<file path="config.mk">
export PLATFORM = sky130hd
export DESIGN_NAME = bp_resolve_queue
export DESIGN_NICKNAME = d
export VERILOG_FILES = /design/src/rtl/bp_pkg.sv /design/src/rtl/bp_sat_counter.sv /design/src/rtl/bp_resolve_queue.sv
export SDC_FILE = /design/constraint.sdc
export NUM_CORES = 1
export LEC_CHECK = 0
export ABC_AREA = 1
export CAP_MARGIN = 30
export CORE_ASPECT_RATIO = 1.25
export CORE_MARGIN = 4
export CORE_UTILIZATION = 30
export CTS_CLUSTER_SIZE = 20
export DETAILED_ROUTE_END_ITERATION = 12
export GPL_TIMING_DRIVEN = 0
export SETUP_SLACK_MARGIN = 0.2
export SYNTH_ARGS = -nofsm -noshare
export SYNTH_HDL_FRONTEND = slang
export SYNTH_SLANG_ARGS = --single-unit
</file>
<file path="constraint.sdc">
create_clock -name clk -period 2.54 [get_ports clk]
set_clock_uncertainty 0.05 [all_clocks]
set_input_delay 0.254 -clock clk [delete_from_list [all_inputs] [get_ports clk]]
set_output_delay 0.254 -clock clk [all_outputs]
set_load 0.05 [all_outputs]
</file>
<file path="src/rtl/bp_pkg.sv">
// Shared definitions for the branch-prediction resolve queue.
//   TAKEN / NOT_TAKEN : direction encodings used by predictor and execute
//   bp_entry_t        : one in-flight prediction {taken, pc} at the default tag width
//   sat_inc           : saturating increment used by the statistics counters
package bp_pkg;

  localparam logic TAKEN     = 1'b1;
  localparam logic NOT_TAKEN = 1'b0;

  localparam int BP_PC_W  = 8;
  localparam int BP_CNT_W = 16;

  typedef struct packed {
    logic               taken;
    logic [BP_PC_W-1:0] pc;
  } bp_entry_t;

  // Returns value + 1, or value unchanged once it has reached max_value.
  // Operands are carried at 32 bits so any counter width up to 32 can use it.
  function automatic logic [31:0] sat_inc(input logic [31:0] value,
                                          input logic [31:0] max_value);
    return (value >= max_value) ? value : value + 32'd1;
  endfunction

endpackage

</file>
<file path="src/rtl/bp_sat_counter.sv">
// Saturating up-counter for branch statistics.
//   clk   : clock
//   rst   : asynchronous active-high reset, clears value
//   inc   : increment request for this cycle
//   value : current count, sticks at all-ones
module bp_sat_counter
  import bp_pkg::*;
#(
  parameter int CNT_W = BP_CNT_W
) (
  input  logic             clk,
  input  logic             rst,
  input  logic             inc,
  output logic [CNT_W-1:0] value
);

  localparam logic [CNT_W-1:0] MAX_VALUE = '1;

  always_ff @(posedge clk or posedge rst) begin
    if (rst) begin
      value <= '0;
    end else if (inc) begin
      value <= CNT_W'(sat_inc(32'(value), 32'(MAX_VALUE)));
    end
  end

endmodule

</file>
<file path="src/rtl/bp_resolve_queue.sv">
// In-order tracker of in-flight branch predictions between the predictor
// and the execute stage.
//   pred_valid/pred_ready/pred_taken/pred_pc : prediction capture
//   res_valid/res_taken                      : outcome of the oldest branch
//   flush                                    : discard all in-flight entries
//   upd_en/upd_result                        : predictor training strobe
//   mispredict/mispredict_pc                 : mispredict pulse and held PC
//   count/empty/full                         : occupancy
//   underflow_err                            : sticky resolve-while-empty
//   total_cnt/miss_cnt                       : saturating statistics
//
// Handshakes: a prediction is taken on a rising edge where pred_valid and
// pred_ready are both high; pred_ready is a function of registered occupancy
// only, so a pop in the same cycle never frees a slot for a push. A resolve
// is taken where res_valid is high and the queue is non-empty; its results
// appear on upd_en/upd_result/mispredict one cycle later.
module bp_resolve_queue
  import bp_pkg::*;
#(
  parameter int DEPTH = 4,
  parameter int PC_W  = BP_PC_W,
  parameter int CNT_W = BP_CNT_W
) (
  input  logic                     clk,
  input  logic                     rst,
  input  logic                     pred_valid,
  output logic                     pred_ready,
  input  logic                     pred_taken,
  input  logic [PC_W-1:0]          pred_pc,
  input  logic                     res_valid,
  input  logic                     res_taken,
  input  logic                     flush,
  output logic                     upd_en,
  output logic                     upd_result,
  output logic                     mispredict,
  output logic [PC_W-1:0]          mispredict_pc,
  output logic [$clog2(DEPTH):0]   count,
  output logic                     empty,
  output logic                     full,
  output logic                     underflow_err,
  output logic [CNT_W-1:0]         total_cnt,
  output logic [CNT_W-1:0]         miss_cnt
);

  localparam int PTR_W = $clog2(DEPTH);

  typedef struct packed {
    logic            taken;
    logic [PC_W-1:0] pc;
  } entry_t;

  entry_t           mem [DEPTH];
  logic [PTR_W-1:0] head;
  logic [PTR_W-1:0] tail;
  logic [PTR_W:0]   count_q;

  logic   push_ok;
  logic   pop_ok;
  logic   miss_now;
  logic   clear_now;
  entry_t head_entry;

  assign empty      = (count_q == '0);
  assign full       = (count_q == (PTR_W+1)'(DEPTH));
  assign pred_ready = !full;
  assign count      = count_q;

  assign head_entry = mem[head];
  assign push_ok    = pred_valid && pred_ready;
  assign pop_ok     = res_valid && !empty;
  assign miss_now   = pop_ok && (head_entry.taken != res_taken);
  // A mispredict makes every younger entry wrong-path, so it empties the
  // queue exactly like an external flush; any same-cycle push is dropped.
  assign clear_now  = flush || miss_now;

  // Entry storage is not reset; only slots between head and tail are read.
  always_ff @(posedge clk) begin
    if (push_ok && !clear_now) begin
      mem[tail] <= '{taken: pred_taken, pc: pred_pc};
    end
  end

  always_ff @(posedge clk or posedge rst) begin
    if (rst) begin
      head    <= '0;
      tail    <= '0;
      count_q <= '0;
    end else if (clear_now) begin
      head    <= tail;
      count_q <= '0;
    end else begin
      if (push_ok) tail <= tail + 1'b1;
      if (pop_ok)  head <= head + 1'b1;
      case ({push_ok, pop_ok})
        2'b10:   count_q <= count_q + 1'b1;
        2'b01:   count_q <= count_q - 1'b1;
        default: count_q <= count_q;
      endcase
    end
  end

  // Resolve results, registered so they appear the cycle after acceptance.
  always_ff @(posedge clk or posedge rst) begin
    if (rst) begin
      upd_en        <= 1'b0;
      upd_result    <= 1'b0;
      mispredict    <= 1'b0;
      mispredict_pc <= '0;
      underflow_err <= 1'b0;
    end else begin
      upd_en     <= pop_ok;
      mispredict <= miss_now;
      if (pop_ok)                upd_result    <= res_taken;
      if (miss_now)              mispredict_pc <= head_entry.pc;
      if (res_valid && empty)    underflow_err <= 1'b1;
    end
  end

  bp_sat_counter #(.CNT_W(CNT_W)) u_total_cnt (
    .clk   (clk),
    .rst   (rst),
    .inc   (pop_ok),
    .value (total_cnt)
  );

  bp_sat_counter #(.CNT_W(CNT_W)) u_miss_cnt (
    .clk   (clk),
    .rst   (rst),
    .inc   (miss_now),
    .value (miss_cnt)
  );

endmodule

</file>
==> flow_summary.yaml, run 1 <==
outcome:
  outcome: "completed"
synth:
  synth-seq-area-share_pct: 56.80
  synthesis.area_um2: 4150
  netlist_instances: 447
  avgSynthCellArea_um2: 9.285
  ys_ff_latch: 87
  ys_warn_count: 0
  synth_nets: 469
  ys_types: 31
grt:
  grt_use_total_pct: 12.83
  grt_use_met3_pct: 2.953
  grt.met1_usage_pct: 15.71
  grt_start_max_net_pins: 33
  antenna_found_initial: 0
  busiest_layer: "met2"
  grt_pass1_vias: 3210
  grt_overflow_total: 0
  grt_first_pass_wirelength_um: 16100
  groute.layer.met2.usage_pct: 21.66
worst_setup_path:
  worstPathRequired_ps: 2460
  crit_fanout: 9
  crit_path_end_kind: "flip-flop"
  reg2reg_depth: 7
  r2r-start: "head[0]"
  reg2reg_slack_ps: 220
  cp-start-kind: "flip-flop"
  cp.arrival_ps: 2240
  critPathKind: "flip-flop to flip-flop"
  rr_endpoint: "mem[2][2]"
pwr:
  p_seq_share_pct: 33.4
  netSwitchingFraction_pct: 44.61
  p_sw_mw: 2.654
  power_frac_clock_pct: 22.2
  p_leak_nw: 2.216
  vdd_drop_max_mv: 0.5721
  power_mw: 5.950
  power_density_nw_per_um2: 1113
  p_comb_share_pct: 44.5
  p_int_mw: 3.295
clock_network:
  clock-root-buffer: "clkbuf_16"
  cts_sinks: 87
  clock_latency_ps: 350
  clk_pin_slew_ps: 70
  numCtsBuffers: 9
  cts_buffer_depth: 2
  cts_tree: "yes"
  hold_buffers: 0
  cts.htree.levels: 3
min_path:
  hold_class: "input port to asynchronous set/reset pin"
sta:
  final_max_slew_viol_count: 0
  max_freq_mhz: 430.8
  fin_crit_ps: 2321
  tightestPinTransition_ps: 940.4
  hold_viol: 0
  rsz0062_at_grt: "yes"
  report.final.setup_viol: 0
  setup_slack_ps: 218.7
  slew_headroom_pct: 37.08
  holdWs_ps: 192.1
  period_share_pct: 91.39
  fin_tns_setup_ps: 0
finish:
  nNetsFinal: 546
  design_area_um2: 5348
  fin_cells: 700
  layout_commonest_cell: "nand2_1"
  layout_common_cells: "nand2_1 (128), clkdlybuf4s50_1 (64), dfrtp_1 (48)"
  area_growth_pct: 28.85
  drive_gt1_share_pct: 10.78
  final_core_util_pct: 39.88
  num_antenna_cells: 0
die:
  dieHeight_um: 139.5
  initial_utilization_pct: 30.95
  dieArea_um2: 15790
  ios: 65
  die_w_um: 113.2
  coreArea_um2: 13410
  fp-row-count: 47
drt:
  drc: 0
  routed_via_density: 4.539
  drt-wirelength-per-cell_um: 13.83
  firstDrtPassIters: 6
  vias: 3177
  initialDrtViolationCount: 92
  ant_nets: 0
  drt-total-wl_um: 9679
placed_design:
  dp_hpwl_um: 7114
  portBuffers: 64
  place_ws_ps: 24.76
  gp_congestion: 0.8153
  dp.cells: 684
  placed_area_um2: 5050
run:
  maxCapViolations: 0
-- worst max-delay path, cell delays in order, from the launching register on --
cell	delay, ps
dfrtp_1	420
inv_2	170
nand2_1	70
nand3_1	90
nand3_1	130
nand3_4	120
nand3_2	140
nor2_1	750
-- layout make-up --
cell class	instances	area, µm²
multi-input cells	305	1570
clock buffers	9	225.2
flip-flops and latches	87	2361
plain buffers	12	73.82
clock inverters	7	70.07
inverters	43	165.2
well taps	171	214.0
repair buffers	66	668.1
fillers	1351	8060
-- synthesized netlist by cell type (all sizes together) --
library cell | number | area share [%]
inv | 43 | 3.9
nor4 | 1 | 0.15
nand3b | 1 | 0.18
dfrtp | 51 | 31
xor2 | 18 | 4.0
buf | 9 | 1.5
nand4 | 3 | 0.45
nor2 | 47 | 4.5
a21o | 1 | 0.18
nand3 | 35 | 4.9
o21ai | 26 | 3.1
clkbuf | 3 | 0.27
a21oi | 2 | 0.24
ha | 6 | 1.8
xnor2 | 13 | 2.7
nor3 | 10 | 1.3
fa | 1 | 0.48
o22ai | 8 | 1.2
nand2 | 133 | 12
edfxtp | 36 | 26
-- worst max path at each step --
stage / start / slack (ps) / end / depth (start not counted)
6_report: head[0] / 220 / mem[2][2] / 7
5_1_grt: head[0] / 30 / mem[1][4] / 7
4_1_cts: head[0] / 190 / mem[1][8] / 7
3_5_place_dp: res_valid / 20 / mem[0][0] / 6
3_3_place_gp: rst / -280 / count[0] / 2
2_1_floorplan: count[0] / 140 / count[2] / 12
-- metal layers --
metal / wire length, µm / share of wire (%)
met2: 4868 / 50
met5: 0 / 0
met4: 201 / 2.1
met3: 406 / 4.2
met1: 4203 / 43
-- cell families (layout without fill, tap and decap cells) --
family / Yosys count / after routing / synth area share [%]
buffers and inverters: 55 / 137 / 5.668
AOI/OAI and AO/OA: 37 / 37 / 4.763
adders and majority gates: 7 / 7 / 2.291
DFF: 87 / 87 / 56.80
and+or+nand+nor: 230 / 230 / 23.76
xor gates and xnor gates: 31 / 31 / 6.723
-- state kept, by name, indices dropped and copies added (netlist names) --
name and count:
upd_result 1, u_total_cnt.value 16, underflow_err 1, tail 2
upd_en 1, mem 36, mispredict 1, u_miss_cnt.value 16
mispredict_pc 8, head 2, count 3
-- power by group through the flow --
stage          Clock, mW  Combinational [mW]  Sequential, mW
6_report            1.32                2.65            1.99
5_1_grt             1.42                2.88            2.04
4_1_cts             1.36                2.68            1.99
3_5_place_dp           0                2.67            2.02
3_3_place_gp           0                2.62            2.01
2_1_floorplan          0                1.21            2.61
-- timing repair --
action                     CTS  global route
setup endpoints to repair   14            23
gates resized for setup      1             0
buffers inserted             0             0
(Power assumes the default switching activity.)
==> inputs of run 2 (changes only) <==
--- a/config.mk
+++ b/config.mk
@@ -8,10 +8,11 @@
 export ABC_AREA = 1
 export CAP_MARGIN = 30
 export CORE_ASPECT_RATIO = 1.25
-export CORE_MARGIN = 4
+export CORE_MARGIN = 10
 export CORE_UTILIZATION = 30
 export CTS_CLUSTER_SIZE = 20
 export DETAILED_ROUTE_END_ITERATION = 12
+export DONT_BUFFER_PORTS = 1
 export GPL_TIMING_DRIVEN = 0
 export SETUP_SLACK_MARGIN = 0.2
 export SYNTH_ARGS = -nofsm -noshare
==> run 2 against run 1 <==
Against the previous run:
- the run now ends with negative setup slack left
- die area increased by 20%
- clock power increased by 4%
- cell area decreased by 9.0%
- via count decreased by 5.4%
- global-route usage decreased by 2.0 points
- hold slack got worse by 160 ps
- critical path depth increased by 6
- largest cell class unchanged
==> flow_summary.yaml, run 2 (same netlist as run 1, synthesis figures left out) <==
outcome:
  outcome: "finished, violations left"
  violations: "negative setup slack"
drt:
  wl_met1_um: 4003
  routed_via_density: 4.612
  initialDrtViolationCount: 116
  firstDrtPassIters: 4
  vias: 3007
  ant_nets: 0
  route.met3.wl_um: 547
  route.met2.wl_um: 5091
  top_layer: "met4"
  drt-wirelength-per-cell_um: 15.15
  drc: 0
  drt-total-wl_um: 9877
grt:
  grt_use_total_pct: 10.87
  grt_pass1_vias: 3116
  grt_start_max_net_pins: 27
  antenna_found_initial: 0
  grt_overflow_total: 0
  grt_first_pass_wirelength_um: 16220
clock_network:
  cts_buffer_depth: 2
  numCtsBuffers: 9
  clock-root-buffer: "clkbuf_16"
  cts.htree.levels: 3
  clk_pin_slew_ps: 60
  cts_tree: "yes"
  clock_latency_ps: 360
  cts_sinks: 87
finish:
  nNetsFinal: 494
  num_antenna_cells: 0
  layout_common_cells: "nand2_1 (126), dfrtp_1 (48), nor2_1 (40)"
  largest-register: "mem"
  largest_reg_flops: 36
  drive_gt1_share_pct: 13.21
  layout_commonest_cell: "nand2_1"
  area_growth_pct: 17.30
  reg_top3: "mem: 36 flops, u_miss_cnt.value: 16 flops, u_total_cnt.value: 16 flops"
  fillers: 1373
  design_area_um2: 4868
placed_design:
  place_ws_ps: -92.29
  dp_hpwl_um: 7243
  portBuffers: 0
  placed_area_um2: 4407
  gp_congestion: 0.8024
worst_setup_path:
  critPathKind: "flip-flop to flip-flop"
  worstPathRequired_ps: 2770
  crit_fanout: 4
  cp-start-kind: "flip-flop"
  crit_path_end_kind: "flip-flop"
  cp.arrival_ps: 2800
pwr:
  power_mw: 5.648
  power_density_nw_per_um2: 1160
  vdd_drop_max_mv: 0.6355
  p_leak_nw: 2.030
die:
  fp-row-count: 48
  ios: 65
  initial_utilization_pct: 30.31
  die_w_um: 125.2
  dieHeight_um: 151.5
  dieArea_um2: 18970
  coreArea_um2: 13690
sta:
  rsz0062_at_grt: "yes"
  setup_slack_ps: -25.24
  final_max_slew_viol_count: 0
  period_share_pct: 101.0
  fin_tns_setup_ps: -25.24
  fin_crit_ps: 2565
  max_freq_mhz: 389.8
  slew_headroom_pct: 56.35
  report.final.setup_viol: 1
  hold_viol: 0
  tightestPinTransition_ps: 654.7
min_path:
  hold_class: "input port to flip-flop"
run:
  maxCapViolations: 0
[run 2: changes by cell type in the layout (fill, tap and decap cells not counted), sizes merged]
cell	previous run	this run
dlygate4sd3	0	11
buf	11	12
inv	47	46
clkbuf	12	13
bufinv	0	1
clkdlybuf4s50	64	0
clkinv	1	0
[run 2: metal layers]
metal / global-route usage, % / up-vias
met3: 3.690 / 14
met1: 11.55 / 1435
met2: 18.70 / 56
met4: 6.055 / 0
li1: - / 1502
met5: 0 / -
[run 2: final cells by class]
cell class / instances / area (µm²) / area share (%)
inverter: 43 / 165.2 / 3.392
clock inverter: 6 / 72.57 / 1.491
timing repair buffer: 14 / 145.1 / 2.981
clock buffer: 10 / 229.0 / 4.703
buffer: 12 / 73.82 / 1.516
sequential: 87 / 2361 / 48.50
multi-input combinational: 305 / 1603 / 32.92
tap: 175 / 219.0 / 4.498
[run 2: final timing paths]
path	from	end	slack (ps)	cells after the start
max reg2reg	count[0]	count[2]	-30	13
min	res_taken	upd_result	30	2
min reg2reg	tail[0]	tail[0]	510	2
max in group asynchronous	rst	count[1]	1470	3
max	count[0]	count[2]	-30	13
min in group asynchronous	rst	mispredict_pc[3]	390	2
[run 2: power by group]
group | switching (mW) | leakage (nW) | internal, mW
Sequential | 0.929 | 0.989 | 1.75
Clock | 0.595 | 0.144 | 0.777
Combinational | 1.09 | 0.896 | 0.516
[run 2: what timing repair did]
| item | CTS | global route |
|---|---|---|
| cloned | 0 | 0 |
| setup endpoints to repair | 38 | 29 |
| resized for setup | 7 | 4 |
| hold buffers | 11 | 0 |
| buffers inserted | 1 | 1 |
| pin swaps | 1 | 0 |
| hold endpoints to repair | 62 | 0 |
[run 2: worst max-delay path, stage by stage (launching register included)]
cell and delay [ps]:
dfrtp_2 540, inv_2 140, nand2_2 70, nor2_4 330, clkinvlp_4 400, nand2_2 150, nand2_2 70, inv_2 60
fa_1 180, xor2_1 180, nand3_1 90, o21ai_0 90, a21oi_1 60, nor2_1 100
[run 2: stage by stage]
stage	std cells	utilization (%)	hold slack, ps
floorplan	447	-	302.9
global placement	622	32.04	303.1
detailed placement	623	32.18	196.9
CTS	651	35.35	26.49
global route	652	35.55	55.62
finish	652	35.55	30.17
==> inputs of run 3 (changes only) <==
--- a/config.mk
+++ b/config.mk
@@ -9,7 +9,7 @@
 export CAP_MARGIN = 30
 export CORE_ASPECT_RATIO = 1.25
 export CORE_MARGIN = 10
-export CORE_UTILIZATION = 30
+export CORE_UTILIZATION = 25
 export CTS_CLUSTER_SIZE = 20
 export DETAILED_ROUTE_END_ITERATION = 12
 export DONT_BUFFER_PORTS = 1
==> constraint.sdc (replaced) <==
create_clock -name clk -period 2.1 [get_ports clk]
set_clock_uncertainty 0.05 [all_clocks]
set_input_delay 0.21 -clock clk [delete_from_list [all_inputs] [get_ports clk]]
set_output_delay 0.21 -clock clk [all_outputs]
set_load 0.05 [all_outputs]
==> run 3 against run 2 <==
Against the previous run:
- the flow still finishes with violations (negative setup slack)
- first-iteration DRC count up 48%
- register-to-register slack worse by 500 ps
- critical path depth unchanged
- clock-buffer cell count down 1
- wire length up 12%
- flip-flop and latch count unchanged
- combinational power up 80%
- sequential share of layout area down 5.4 points
- via count up 6.9%
- hold slack worse by 7.2 ps
- worst setup slack worse by 500 ps
- critical path type unchanged
- critical endpoint unchanged
==> flow_summary.yaml, run 3 (same netlist as run 1, synthesis figures left out) <==
outcome:
  outcome: "finished, violations left"
  violations: "negative setup slack"
sta:
  tightestPinTransition_ps: 648.5
  period_share_pct: 125.2
  report.final.setup_viol: 71
  hold_viol: 0
  rsz0062_at_grt: "yes"
  final_max_slew_viol_count: 0
  slew_headroom_pct: 56.77
  setup_slack_ps: -530.2
  max_freq_mhz: 380.2
  fin_crit_ps: 2630
worst_setup_path:
  cp.arrival_ps: 2840
  critPathKind: "flip-flop to flip-flop"
  crit_chain: "inv_2, nand2_2, nor2_4, clkinvlp_4, nand2_2, nand2_2, inv_2, fa_2, xor2_2, nand3_1, o21ai_1, a21oi_1, nor2_1"
  crit_path_end_kind: "flip-flop"
  path_common_cell: "nand2_2"
  worstPathRequired_ps: 2310
  crit_fanout: 4
  cp_slowest_cell: "dfrtp_4"
  slowest_delay_ps: 580
  cp-start-kind: "flip-flop"
placed_design:
  portBuffers: 0
  dp_hpwl_um: 7530
  gp_congestion: 0.8049
  dp.cells: 664
pwr:
  power_density_nw_per_um2: 1404
  p_seq_share_pct: 42.5
  vdd_drop_max_mv: 0.4360
  power_frac_clock_pct: 20.4
  p_comb_share_pct: 37.1
  p_leak_nw: 2.264
  p_int_mw: 4.139
  netSwitchingFraction_pct: 46.63
  p_sw_mw: 3.616
finish:
  fin_cells: 718
  nNetsFinal: 519
  fillers: 1615
  multi_input_area_um2: 1826
  reg_top3: "mem: 36 flops, u_miss_cnt.value: 16 flops, u_total_cnt.value: 16 flops"
  final_core_util_pct: 33.95
  regArea_um2: 2381
  layout_commonest_cell: "nand2_1"
  area_growth_pct: 33.07
  largest_reg_flops: 36
  num_antenna_cells: 0
  drive_gt1_share_pct: 30.88
  largest-register: "mem"
  layout_common_cells: "nand2_1 (89), nor2_1 (37), edfxtp_1 (36)"
grt:
  grt_overflow_total: 0
  grt_first_pass_wirelength_um: 17150
  antenna_found_initial: 0
  grt_use_total_pct: 9.817
  grt_pass1_vias: 3337
  grt_start_max_net_pins: 28
drt:
  routed_via_density: 4.478
  ant_nets: 0
  drt-total-wl_um: 11020
  drt-wirelength-per-cell_um: 15.35
  initialDrtViolationCount: 172
  firstDrtPassIters: 4
  drc: 0
  vias: 3215
min_path:
  hold_class: "input port to flip-flop"
clock_network:
  clock-root-buffer: "clkbuf_16"
  cts.htree.levels: 3
  cts_tree: "yes"
  cts_sinks: 87
  cts_buffer_depth: 2
  numCtsBuffers: 9
  clock_latency_ps: 340
  clk_pin_slew_ps: 60
die:
  ios: 65
  initial_utilization_pct: 25.52
  fp-row-count: 52
  dieArea_um2: 22190
  die_w_um: 135.2
  coreArea_um2: 16270
  dieHeight_um: 164.1
run:
  maxCapViolations: 0
[run 3: cell type report]
cell class | count | share of cell area [%]
well taps | 216 | 4.894
repair buffers | 39 | 8.405
inverters | 43 | 3.172
clock buffers | 9 | 4.078
flip-flops and latches | 87 | 43.11
clock inverters | 7 | 1.314
plain buffers | 12 | 1.971
multi-input cells | 305 | 33.05
[run 3: through the flow]
| stage | power, mW | worst slack (ps) | hold slack (ps) | TNS [ps] | cell area (µm²) |
|---|---|---|---|---|---|
| 2_1_floorplan | 4.632 | -304.7 | 258.9 | -544.4 | 4178 |
| 3_3_place_gp | 5.122 | -436.2 | 259.4 | -7517 | 4448 |
| 3_5_place_dp | 5.202 | -570.8 | 138.9 | -7045 | 4468 |
| 4_1_cts | 7.254 | -531.0 | 7.787 | -13990 | 5189 |
| 5_1_grt | 8.208 | -681.6 | 26.69 | -21590 | 5523 |
| 6_report | 7.754 | -530.2 | 23.01 | -12990 | 5523 |
[run 3: timing repair]
| item | CTS | global route |
|---|---|---|
| pin swaps | 9 | 14 |
| hold buffers | 13 | 0 |
| cloned | 3 | 0 |
| gates resized for setup | 35 | 92 |
| endpoints found under the hold margin | 63 | 0 |
| setup buffers | 15 | 7 |
| endpoints found under the setup margin | 72 | 87 |
[run 3: worst paths after layout]
path / start / end / slack (ps) / depth (start not counted)
hold / removal: res_valid / upd_result / 20 / 2
max in group asynchronous: rst / u_total_cnt.value[0] / 1100 / 3
hold reg to reg: tail[0] / tail[0] / 500 / 2
setup reg to reg: count[0] / count[2] / -530 / 13
min in group asynchronous: rst / u_miss_cnt.value[8] / 350 / 2
setup / recovery: count[0] / count[2] / -530 / 13
[run 3: power groups by stage]
stage,sequential (mW),combinational (mW),clock [mW]
2_1_floorplan,3.16,1.47,0
3_3_place_gp,3.30,1.82,0
3_5_place_dp,3.32,1.88,0
4_1_cts,3.29,2.34,1.62
5_1_grt,3.34,3.18,1.69
6_report,3.30,2.88,1.58
[run 3: critical path: cells and delay by family, from the launching register on]
kind                       cells  cell delay (ps)
AOI/OAI and AO/OA              2              170
buffers and inverters          3              550
and+or+nand+nor                6              820
adders and majority gates      1              220
xor gates and xnor gates       1              150
DFF                            1              580
[run 3: per-layer routing]
layer  track usage (%)  wire length [µm]  vias up
met1             9.976              4139     1571
met2             17.85              5955       76
met4             4.363               275        0
met5                 0                 0        -
met3             3.209               653       21
li1                  -                 -     1547
